### src/rtl/vx_icache_stage_mo.sv
// Multi-outstanding instruction-fetch stage: tags each fetch with a metadata
// table entry so I-cache responses may return out of order, limits in-flight
// fetches per warp, and optionally registers the response toward decode.
module vx_icache_stage_mo #(
    parameter int unsigned CORE_ID     = 0,
    parameter int unsigned NUM_WARPS   = 4,
    parameter int unsigned NUM_THREADS = 4,
    parameter int unsigned TAG_DEPTH   = 8,
    parameter int unsigned MAX_PENDING = 2,
    parameter int unsigned OUT_REG     = 1,
    localparam int unsigned NW_BITS    = (NUM_WARPS > 1) ? $clog2(NUM_WARPS) : 1,
    localparam int unsigned TAG_BITS   = $clog2(TAG_DEPTH)
) (
    input  logic                   clk,
    input  logic                   reset,
    input  logic                   ifetch_req_valid,
    input  logic [NW_BITS-1:0]     ifetch_req_wid,
    input  logic [31:0]            ifetch_req_PC,
    input  logic [NUM_THREADS-1:0] ifetch_req_tmask,
    output logic                   ifetch_req_ready,
    output logic                   icache_req_valid,
    output logic [29:0]            icache_req_addr,
    output logic [TAG_BITS-1:0]    icache_req_tag,
    input  logic                   icache_req_ready,
    input  logic                   icache_rsp_valid,
    input  logic [31:0]            icache_rsp_data,
    input  logic [TAG_BITS-1:0]    icache_rsp_tag,
    output logic                   icache_rsp_ready,
    output logic                   ifetch_rsp_valid,
    output logic [NW_BITS-1:0]     ifetch_rsp_wid,
    output logic [31:0]            ifetch_rsp_PC,
    output logic [NUM_THREADS-1:0] ifetch_rsp_tmask,
    output logic [31:0]            ifetch_rsp_instr,
    input  logic                   ifetch_rsp_ready,
    output logic [NUM_WARPS-1:0]   pending_warps,
    output logic                   busy
);

    localparam int unsigned CNT_BITS = $clog2(MAX_PENDING + 1);

    logic [TAG_DEPTH-1:0]   free_mask;
    logic [NW_BITS-1:0]     meta_wid   [TAG_DEPTH];
    logic [31:0]            meta_pc    [TAG_DEPTH];
    logic [NUM_THREADS-1:0] meta_tmask [TAG_DEPTH];
    logic [CNT_BITS-1:0]    cnt        [NUM_WARPS];

    logic [TAG_BITS-1:0]    alloc_idx;
    logic                   can_issue;
    logic                   req_fire;
    logic                   rsp_hit;
    logic                   rsp_ready_int;
    logic                   rsp_take;
    logic                   out_busy;
    logic [NW_BITS-1:0]     rd_wid;
    logic [31:0]            rd_pc;
    logic [NUM_THREADS-1:0] rd_tmask;
    logic [NUM_WARPS-1:0]   cnt_inc;
    logic [NUM_WARPS-1:0]   cnt_dec;

    // Lowest free entry is the next allocation.
    always_comb begin
        alloc_idx = '0;
        for (int i = TAG_DEPTH - 1; i >= 0; i--) begin
            if (free_mask[i]) alloc_idx = TAG_BITS'(i);
        end
    end

    assign can_issue        = (|free_mask) && (cnt[ifetch_req_wid] < CNT_BITS'(MAX_PENDING));
    assign icache_req_valid = ifetch_req_valid && can_issue;
    assign ifetch_req_ready = icache_req_ready && can_issue;
    assign icache_req_addr  = ifetch_req_PC[31:2];
    assign icache_req_tag   = alloc_idx;
    assign req_fire         = ifetch_req_valid && ifetch_req_ready;

    // Response-side table lookup; stale tags are always consumed.
    assign rd_wid           = meta_wid[icache_rsp_tag];
    assign rd_pc            = meta_pc[icache_rsp_tag];
    assign rd_tmask         = meta_tmask[icache_rsp_tag];
    assign rsp_hit          = !free_mask[icache_rsp_tag];
    assign icache_rsp_ready = rsp_ready_int || !rsp_hit;
    assign rsp_take         = icache_rsp_valid && rsp_hit && rsp_ready_int;

    // Per-warp increment/decrement strobes.
    always_comb begin
        cnt_inc = '0;
        cnt_dec = '0;
        for (int w = 0; w < NUM_WARPS; w++) begin
            cnt_inc[w] = req_fire && (ifetch_req_wid == NW_BITS'(w));
            cnt_dec[w] = rsp_take && (rd_wid == NW_BITS'(w));
        end
    end

    // Entry allocation/free bookkeeping.
    always_ff @(posedge clk) begin
        if (reset) begin
            free_mask <= '1;
        end else begin
            if (req_fire) free_mask[alloc_idx] <= 1'b0;
            if (rsp_take) free_mask[icache_rsp_tag] <= 1'b1;
        end
    end

    // Metadata capture on request fire.
    always_ff @(posedge clk) begin
        if (req_fire) begin
            meta_wid[alloc_idx]   <= ifetch_req_wid;
            meta_pc[alloc_idx]    <= ifetch_req_PC;
            meta_tmask[alloc_idx] <= ifetch_req_tmask;
        end
    end

    // Per-warp outstanding counters; simultaneous inc/dec cancel.
    always_ff @(posedge clk) begin
        for (int w = 0; w < NUM_WARPS; w++) begin
            if (reset) begin
                cnt[w] <= '0;
            end else if (cnt_inc[w] && !cnt_dec[w]) begin
                cnt[w] <= cnt[w] + CNT_BITS'(1);
            end else if (cnt_dec[w] && !cnt_inc[w]) begin
                cnt[w] <= cnt[w] - CNT_BITS'(1);
            end
        end
    end

    // Pending status straight from the counter registers.
    always_comb begin
        pending_warps = '0;
        for (int w = 0; w < NUM_WARPS; w++) begin
            pending_warps[w] = (cnt[w] != '0);
        end
    end

    assign busy = (~free_mask != '0) || out_busy;

    if (OUT_REG != 0) begin : g_out_reg
        logic                   out_valid;
        logic [NW_BITS-1:0]     out_wid;
        logic [31:0]            out_pc;
        logic [NUM_THREADS-1:0] out_tmask;
        logic [31:0]            out_instr;

        assign rsp_ready_int = !out_valid || ifetch_rsp_ready;

        // Output register: loads on accepted response, holds under backpressure.
        always_ff @(posedge clk) begin
            if (reset) begin
                out_valid <= 1'b0;
                out_wid   <= '0;
                out_pc    <= '0;
                out_tmask <= '0;
                out_instr <= '0;
            end else if (rsp_take) begin
                out_valid <= 1'b1;
                out_wid   <= rd_wid;
                out_pc    <= rd_pc;
                out_tmask <= rd_tmask;
                out_instr <= icache_rsp_data;
            end else if (ifetch_rsp_ready) begin
                out_valid <= 1'b0;
            end
        end

        assign ifetch_rsp_valid = out_valid;
        assign ifetch_rsp_wid   = out_wid;
        assign ifetch_rsp_PC    = out_pc;
        assign ifetch_rsp_tmask = out_tmask;
        assign ifetch_rsp_instr = out_instr;
        assign out_busy         = out_valid;
    end else begin : g_pass
        assign rsp_ready_int    = ifetch_rsp_ready;
        assign ifetch_rsp_valid = icache_rsp_valid && rsp_hit;
        assign ifetch_rsp_wid   = rd_wid;
        assign ifetch_rsp_PC    = rd_pc;
        assign ifetch_rsp_tmask = rd_tmask;
        assign ifetch_rsp_instr = icache_rsp_data;
        assign out_busy         = 1'b0;
    end

`ifndef SYNTHESIS
    // Stale-tag and counter-underflow checks.
    always_ff @(posedge clk) begin
        if (!reset && icache_rsp_valid) begin
            assert (rsp_hit)
                else $warning("core%0d icache: stale response tag=%0d dropped", CORE_ID, icache_rsp_tag);
        end
        if (!reset && rsp_take) begin
            assert (cnt[rd_wid] != '0)
                else $error("core%0d icache: counter underflow wid=%0d", CORE_ID, rd_wid);
        end
    end
`endif

`ifdef DBG_PRINT_CORE_ICACHE
    // Request/response trace.
    always_ff @(posedge clk) begin
        if (!reset && req_fire)
            $display("%t: core%0d icache req: wid=%0d PC=%h tag=%0d", $time, CORE_ID,
                     ifetch_req_wid, ifetch_req_PC, alloc_idx);
        if (!reset && rsp_take)
            $display("%t: core%0d icache rsp: wid=%0d PC=%h tag=%0d instr=%h", $time, CORE_ID,
                     rd_wid, rd_pc, icache_rsp_tag, icache_rsp_data);
    end
`endif

endmodule

### config.mk
export PLATFORM = sky130hd
export DESIGN_NAME = vx_icache_stage_mo
export DESIGN_NICKNAME = d
export VERILOG_FILES = /design/src/rtl/vx_icache_stage_mo.sv
export SDC_FILE = /design/constraint.sdc
export NUM_CORES = 1
export LEC_CHECK = 0
export ABC_AREA = 1
export ABC_CLOCK_PERIOD_IN_PS = 5100
export BUFFER_PORTS_ARGS = -buffer_cell sky130_fd_sc_hd__buf_2
export CORE_AREA = 2 2 161 281
export DETAILED_ROUTE_END_ITERATION = 8
export DIE_AREA = 0 0 163 283
export SYNTH_ARGS = -nofsm -noshare
export SYNTH_HDL_FRONTEND = slang
export SYNTH_SLANG_ARGS = --single-unit
export TNS_END_PERCENT = 50
### constraint.sdc
create_clock -name clk -period 5.1 [get_ports clk]
set_input_delay 0.51 -clock clk [delete_from_list [all_inputs] [get_ports clk]]
set_output_delay 0.51 -clock clk [all_outputs]
set_load 0.02 [all_outputs]
==> impl_metrics.csv <==
group,metric,value,unit
grt,antenna_found_initial,4,
critical_path,cp-end-kind,"flop",
critical_path,critical_path.top_delay_family,"simple AND/OR/NAND/NOR gates",
critical_path,crit_top_cell,"nand2_1",
grt,grt_util_met3,2.53,%
critical_path,critPathBufInv,2,
logic_synthesis,syn_avg_cell_area,11.7,um2
logic_synthesis,synth-main-ff-cell,"edfxtp_1",
detailed_routing,drt_first_iter_violations,710,
critical_path,required,5290,ps
die,fp.dieH,283,um
clock_network,clk_latency,540,ps
placement,dp_hpwl,21.5,mm
placement,placed_cell_area,0.0165,mm2
timing,setup_viol,0,
min_path,hold_class,"in -> reg",
timing,fmax,313,MHz
pwr,peakVddDrop,0.000211,V
critical_path,path_class,"reg -> reg",
logic_synthesis,synth_nets,1385,
clock_network,path_clk_slew,70,ps
detailed_routing,drc,0,
logic_synthesis,yosys.area.top_type_share,61.6,%
grt,grtUsageTotal,15.6,%
grt,busiest_layer,"met2",
critical_path,cp_max_fo,21,
timing,whs,227,ps
placement,routabilityCongestion,0.819,
detailed_routing,via_per_inst,5.00,
clock_network,cts_buffers,35,
pwr,leakage,0.00642,uW
timing,fin_crit_sh,62.7,%
grt,grt.overflow.total,0,
logic_synthesis,synth_edf_count,312,
critical_path,path_cells,"nand3_1, nand2_1, nor2_1, nand4_2, inv_1, nand2_1, nor2_4, buf_4",
clock_network,cts-root-buf,"clkbuf_16",
critical_path,cp_data_arrival_time,3390,ps
detailed_routing,num_vias,10198,
logic_synthesis,yosys.cell_types.count,30,
clock_network,cts_sinks,391,
logic_synthesis,ys_seq_area_share,72.0,%
grt,grt_pass1_vias,10075,
timing,setup_tns,0,ps
logic_synthesis,synthTopCellsByArea,"edfxtp_1 (62%), dfxtp_1 (10%), o21ai_0 (5.6%), nor2_1 (5.4%), nand2_1 (3.5%)",
grt,use_met2,28.4,%
logic_synthesis,synth_area,0.0152,mm2
die,fp-row-count,102,
logic_synthesis,syn_inst,1303,
logic_synthesis,yosys_warnings,0,
timing,tightestPinTransition,1140,ps
timing,rsz0062_at_grt,"false",
die,die_w,163,um
timing,hold_violations,0,
detailed_routing,drtAntennaViolNets,0,
critical_path,critPathSlowestCell,"nor2_4",
clock_network,cts_tree,"done",
outcome,status,"finished, final reports clean",
final_layout,drive_gt1_share,19.2,%
detailed_routing,wl_per_cell,18.0,um
clock_network,cts_hold_buf,0,
timing,finClkSkew,19.4,ps
die,die_area,0.0461,mm2
grt,grt_pass1_wl,55.7,mm
die,ios,191,
timing,layout_min_cycle_time,3200,ps
run,maxCapViolations,0,
logic_synthesis,synthArstFlopShare,0,%
pwr,power_density,378,mW/mm2
final_layout,fin_area,0.0176,mm2
timing,max-slew-margin-rel,24.0,%
clock_network,ctsLongestPathBuffers,3,
clock_network,ctsResizeCount,0,
clock_network,post_cts_buffers,0,
timing,report.final.slew_viol_count,0,
detailed_routing,drt_first_pass_iters,5,
final_layout,area_delta_synth_final,16.0,%
clock_network,cts-htree-levels,2,
logic_synthesis,ys_seq_elements,391,
die,core_area,0.0440,mm2
critical_path,cpPeakStageDelay,660,ps
detailed_routing,postRouteWirelength,36.8,mm
die,start_util,34.5,%
critical_path,critPathLaunchType,"flop",
logic_synthesis,synth_top_cell_by_area,"edfxtp_1",
grt,grtUsageMet1,17.4,%
placement,io_buffers,190,
final_layout,fillCellCount,4158,
grt,grt_max_degree,116,
final_layout,fin_nets,1520,
## cells in the mapped netlist, types with 8 or more instances
cell	count
a21oi_1	37
buf_2	16
buf_4	31
clkbuf_1	48
dfxtp_1	79
edfxtp_1	312
inv_1	53
nand2_1	140
nand3_1	23
nand4_1	8
nor2_1	218
nor3_1	39
o21ai_0	170
o21ai_1	18
o22ai_1	72
## state kept, by name, summed over array words and instances (netlist names)
| signal | flops |
|---|---|
| cnt | 8 |
| free_mask | 8 |
| ifetch_rsp_PC | 32 |
| ifetch_rsp_instr | 32 |
| ifetch_rsp_tmask | 4 |
| ifetch_rsp_valid | 1 |
| ifetch_rsp_wid | 2 |
| meta_pc | 256 |
| meta_tmask | 32 |
| meta_wid | 16 |
## stage by stage
stage               util (%)  power (uW)  setup slack [ps]  instances
floorplan                  -        3900               950       1303
global placement        37.4        4080              1370       1973
detailed placement      37.4        4090              1360       1973
CTS                     40.1        6740              1750       2037
global route            40.1        6900              1600       2039
finish                  40.1        6680              1900       2039
## layout by cell type (no fill, tap or decap), types with 6 or more instances in the layout
master / netlist / layout
o22ai_1: 72 / 72
nand4_1: 8 / 8
clkinv_2: 0 / 6
nand3_1: 23 / 23
buf_2: 16 / 189
edfxtp_1: 312 / 312
a21oi_1: 37 / 37
o21ai_0: 170 / 170
clkbuf_16: 0 / 36
nor3_1: 39 / 38
nand2_1: 140 / 140
buf_4: 31 / 14
nor2_4: 0 / 8
nor2_1: 218 / 210
dfxtp_1: 79 / 79
inv_1: 53 / 50
o21ai_1: 18 / 18
## power breakdown
part           total, uW  switching, uW  internal, uW
Sequential          3520           23.9          3500
Combinational        486            350           137
Clock               2660           1180          1480
Total               6680           1560          5120
## final timing paths
path | depth (start not counted) | start | to | slack [ps]
worst max-delay path | 8 | cnt[3][1]$_DFFE_PP_ | meta_pc[0][21]$_DFFE_PP_ | 1900
worst min-delay path | 3 | icache_rsp_data[12] | ifetch_rsp_instr[12]$_SDFFE_PP0N_ | 230
worst max register to register | 8 | cnt[3][1]$_DFFE_PP_ | meta_pc[0][21]$_DFFE_PP_ | 1900
worst min register to register | 2 | ifetch_rsp_instr[13]$_SDFFE_PP0N_ | ifetch_rsp_instr[13]$_SDFFE_PP0N_ | 460
## metal layers
metal / vias up / share of wire (%)
li1: 4870 / -
met1: 4948 / 39
met2: 304 / 53
met3: 72 / 5.4
met4: 4 / 3.4
met5: - / 0.082
## area by class of cell
| type | instances | area (um2) | share of cell area (%) |
|---|---|---|---|
| Antenna cell | 2 | 5.00 | 0.0284 |
| Clock buffer | 46 | 988 | 5.60 |
| Clock inverter | 18 | 160 | 0.908 |
| Inverter | 56 | 214 | 1.21 |
| Multi-Input combinational cell | 751 | 3550 | 20.2 |
| Sequential cell | 391 | 11000 | 62.1 |
| Tap cell | 572 | 716 | 4.06 |
| Timing Repair Buffer | 203 | 1050 | 5.96 |
## worst register-to-register path: cells and delay by family (launching register included)
family	cells	cell delay, ps
flops	1	400
buf+inv	2	740
simple gates	6	1680
## kinds of logic after synthesis
| family | synth area share [%] |
|---|---|
| buffers and inverters | 5.01 |
| AO/OA/AOI/OAI | 10.9 |
| AND/OR/NAND/NOR | 11.8 |
| adder cells (fa/ha/maj) | 0.247 |
| flip-flops | 72.0 |
Power figures use the tool's default switching activity.
